===== src/rtl/lut_ff_mux_chk_pkg.sv =====
// lut_ff_mux_chk_pkg: FSM states, directed stimulus table and LFSR helper shared by the
// lut_ff_mux equivalence checker.
package lut_ff_mux_chk_pkg;
   typedef enum logic [2:0] {S_IDLE, S_APPLY, S_SETTLE, S_COMPARE, S_DONE} state_t;
   localparam int NUM_DIRECTED = 5;
   // entries are {dut_rst, dut_in[3:0], dut_mux_sel}
   localparam logic [5:0] DIR_VEC [NUM_DIRECTED] = '{6'b1_0000_0, 6'b0_0100_0, 6'b0_0100_1,
                                                      6'b0_0001_0, 6'b0_0001_1};
   localparam logic [15:0] LFSR_TAPS = 16'hB400;
   localparam logic [5:0]  IDLE_STIM = 6'b1_0000_0;
   function automatic logic [15:0] lfsr_next(input logic [15:0] s);
      return (s >> 1) ^ (s[0] ? LFSR_TAPS : 16'h0000);
   endfunction
   function automatic logic [5:0] dir_vec(input logic [2:0] i);
      return (i < 3'(NUM_DIRECTED)) ? DIR_VEC[i] : IDLE_STIM;
   endfunction
endpackage


===== src/rtl/lut_ff_mux_lfsr16.sv =====
// lut_ff_mux_lfsr16: 16-bit Galois LFSR with seed load and advance enable; a zero seed
// is replaced by 1 so the register can never lock up.
module lut_ff_mux_lfsr16
   import lut_ff_mux_chk_pkg::*;
#(
   parameter logic [15:0] SEED = 16'hACE1
) (
   input  logic        clk,
   input  logic        rst,
   input  logic        i_load,
   input  logic        i_adv,
   output logic [15:0] o_state
);
   localparam logic [15:0] SEED_NZ = (SEED == 16'h0000) ? 16'h0001 : SEED;
   logic [15:0] r_state;
   always_ff @(posedge clk or negedge rst)
      if (!rst)
         r_state <= SEED_NZ;
      else if (i_load)
         r_state <= SEED_NZ;
      else if (i_adv)
         r_state <= lfsr_next(r_state);
   assign o_state = r_state;
endmodule


===== config.mk =====
export PLATFORM = sky130hd
export DESIGN_NAME = lut_ff_mux_lfsr16
export DESIGN_NICKNAME = d
export VERILOG_FILES = /design/src/rtl/lut_ff_mux_chk_pkg.sv /design/src/rtl/lut_ff_mux_lfsr16.sv
export SDC_FILE = /design/constraint.sdc
export NUM_CORES = 1
export LEC_CHECK = 0
export ABC_AREA = 1
export CORE_MARGIN = 2
export CORE_UTILIZATION = 45
export DETAILED_ROUTE_END_ITERATION = 12
export GPL_TIMING_DRIVEN = 0
export PLACE_DENSITY = 0.76
export SLEW_MARGIN = 20
export SYNTH_ARGS = -nofsm -noshare
export SYNTH_HDL_FRONTEND = slang
export SYNTH_SLANG_ARGS = --single-unit

===== constraint.sdc =====
create_clock -name clk -period 1.3 [get_ports clk]
set_clock_uncertainty 0.15 [all_clocks]
set_input_delay 0.13 -clock clk [delete_from_list [all_inputs] [get_ports clk]]
set_output_delay 0.13 -clock clk [all_outputs]
set_load 0.03 [all_outputs]

==> results.json <==
{
  "cts_hold_buf": 0,
  "vias_per_cell": 4.89,
  "hold_path.class": "in -> reg",
  "fin_crit_ps": 1280,
  "area_growth_pct": 35.2,
  "fin_util_pct": 63.9,
  "period_share_pct": 98.2,
  "p_sw_w": 0.000341,
  "switching_share_pct": 29.8,
  "drc": 0,
  "synth_top_area_share_pct": 29.8,
  "synthTopCellsByArea": "dfstp_2, dfrtp_1, nand2_1, a21oi_1, nor2_8",
  "grt_overflow_total": 0,
  "core_area_um2": 1490,
  "clkPwrFrac_pct": 29.4,
  "fin_ws_ps": 23.8,
  "rsz0062_at_grt": "yes",
  "critPathRequiredTime_ps": 1020,
  "drv_cap": 0,
  "drtAntennaViolNets": 0,
  "fin_tns_setup_ps": 0,
  "final_cell_mix": "nand2_1, dfstp_2, dfrtp_1, buf_6, buf_2",
  "tightest_slew_ps": 685,
  "cts_tree": "yes",
  "io_pins": 20,
  "clock_sinks": 16,
  "final_common_cell": "nand2_1",
  "leakagePower_nw": 0.493,
  "first_pass_iters": 2,
  "arrival_ps": 1000,
  "crit_path_start_kind": "register",
  "p_int_w": 0.000802,
  "ys_ff_latch": 16,
  "cp_num_buf_inv": 1,
  "drtIter0Drc": 4,
  "grt_pass1_vias": 565,
  "synth_top_cell_by_area": "dfstp_2",
  "power_frac_comb_pct": 20.5,
  "synthMuxAreaShare_pct": 0,
  "avgSynthCellArea_um2": 9.27,
  "clk_latency_ps": 290,
  "critPathCaptureType": "output pin",
  "critPathKind": "reg -> out",
  "synthCells": 76,
  "n_antenna_cell": 0,
  "instances_no_fill": 117,
  "multiInputGateArea_um2": 260,
  "fill_cells": 138,
  "io_buffers": 18,
  "dp.cells": 110,
  "slowest_stage": "dfstp_2",
  "ys_types": 19,
  "crit_family": "flip-flops",
  "p_per_area_nw_per_um2": 1200,
  "finalWirelength_um": 1380,
  "cts.path.max_buffers": 2,
  "synth_top_family_by_area": "simple AND/OR/NAND/NOR gates",
  "synth_fa_ha_area_share_pct": 0,
  "largest_reg_flops": 16,
  "slew_headroom_pct": 54.2,
  "drive_above_1_share_pct": 42.6,
  "drt-wirelength-per-cell_um": 11.8,
  "nets": 106,
  "crit_fanout": 3,
  "path_clk_slew_ps": 100,
  "cts-root-buf": "clkbuf_4",
  "synthesis.area_um2": 704,
  "status": "completed",
  "synth-seq-area-share_pct": 58.3,
  "slew_viol_final": 0,
  "placementRows": 14,
  "pwr-share-seq_pct": 50.0,
  "place_hpwl_um": 992,
  "grt_antenna_before_repair": 0,
  "critPathMaxStageDelay_ps": 570,
  "cp_cell_sequence": "buf_6",
  "grt_max_degree": 17,
  "fmax_mhz": 784,
  "seq_area_um2": 410,
  "pre_cts_slack_ps": -193,
  "gp_congestion": 0.734,
  "grt_pass1_wl_um": 2390,
  "die-height_um": 43.6,
  "synth-simple-area-share_pct": 25.9,
  "synth-compound-area-share_pct": 11.0,
  "via_count": 572,
  "hold_violations": 0,
  "die_area_um2": 1900,
  "cts_buffers": 3,
  "grt_usage_pct": 17.3,
  "die_x_um": 43.6,
  "htree_levels": 1,
  "syn_nets": 80,
  "yosysWarningCount": 0,
  "start_util_pct": 47.3,
  "synth_xor_area_share_pct": 0,
  "vdd_drop_max_v": 0.000863,
  "setup_violations": 0
}
## what timing repair did
item                       CTS  global route
buffers inserted             0             3
gates resized for setup     74            16
setup endpoints to repair   16            13
gates cloned                 0             0
## final cells by class
| type | instances | share of cell area, % |
|---|---|---|
| flip-flops and latches | 16 | 43.1 |
| multi-input cells | 52 | 27.3 |
| repair buffers | 21 | 20.1 |
| clock buffers | 4 | 3.81 |
| inverters | 7 | 3.02 |
| well taps | 16 | 2.10 |
| plain buffers | 1 | 0.526 |
## worst min-delay path, stage by stage
cell	delay, ps
buf_2	170
a21oi_1	130
nand2_1	50
## stage by stage
stage	area, µm²	hold slack, ps	power (W)
finish	952	32.0	0.00114
global route	952	47.7	0.00120
CTS	938	32.8	0.00114
detailed placement	905	324	0.000812
global placement	905	319	0.000809
floorplan	704	-316	0.000714
## cells in the mapped netlist
master,count
a21oi_2,2
nor2_2,1
o21ai_0,1
inv_1,5
o21ai_2,2
o211ai_1,1
o21ai_1,2
buf_2,1
inv_4,1
nand3_1,1
nand2_1,32
dfrtp_1,8
dfstp_2,8
a21oi_1,4
nor2_1,2
nand2_4,1
nor2_8,1
inv_2,1
nand2_2,2
## worst paths after layout
check                      slack [ps]        start     endpoint  cells past startpoint
min                                30       i_load   o_state[6]                      3
min reg2reg                       350   o_state[6]   o_state[6]                      2
max reg2reg                       170   o_state[0]  o_state[10]                      4
max in group asynchronous         470          rst   o_state[3]                      1
max                                20  o_state[15]  o_state[15]                      1
min in group asynchronous          90          rst  o_state[12]                      1
## metal layers
layer / wire (µm) / global-route usage (%) / vias to the layer above
li1: - / - / 288
met1: 657 / 22.3 / 262
met2: 626 / 27.1 / 17
met3: 71 / 4.17 / 5
met4: 27 / 9.09 / 0
met5: 0 / 0 / -
## power by group through the flow
stage,registers [W],clock network [W],logic (W)
floorplan,0.000642,0,0.0000726
global placement,0.000578,0,0.000231
detailed placement,0.000579,0,0.000233
CTS,0.000572,0.000339,0.000226
global route,0.000576,0.000364,0.000256
finish,0.000572,0.000337,0.000235
## cell families (layout without fill, tap and decap cells)
| kind of cell | after synthesis | count (layout) |
|---|---|---|
| AND/OR/NAND/NOR | 40 | 40 |
| flip-flops | 16 | 16 |
| AO/OA/AOI/OAI | 12 | 12 |
| buffers and inverters | 8 | 33 |
Power figures use the tool's default switching activity.
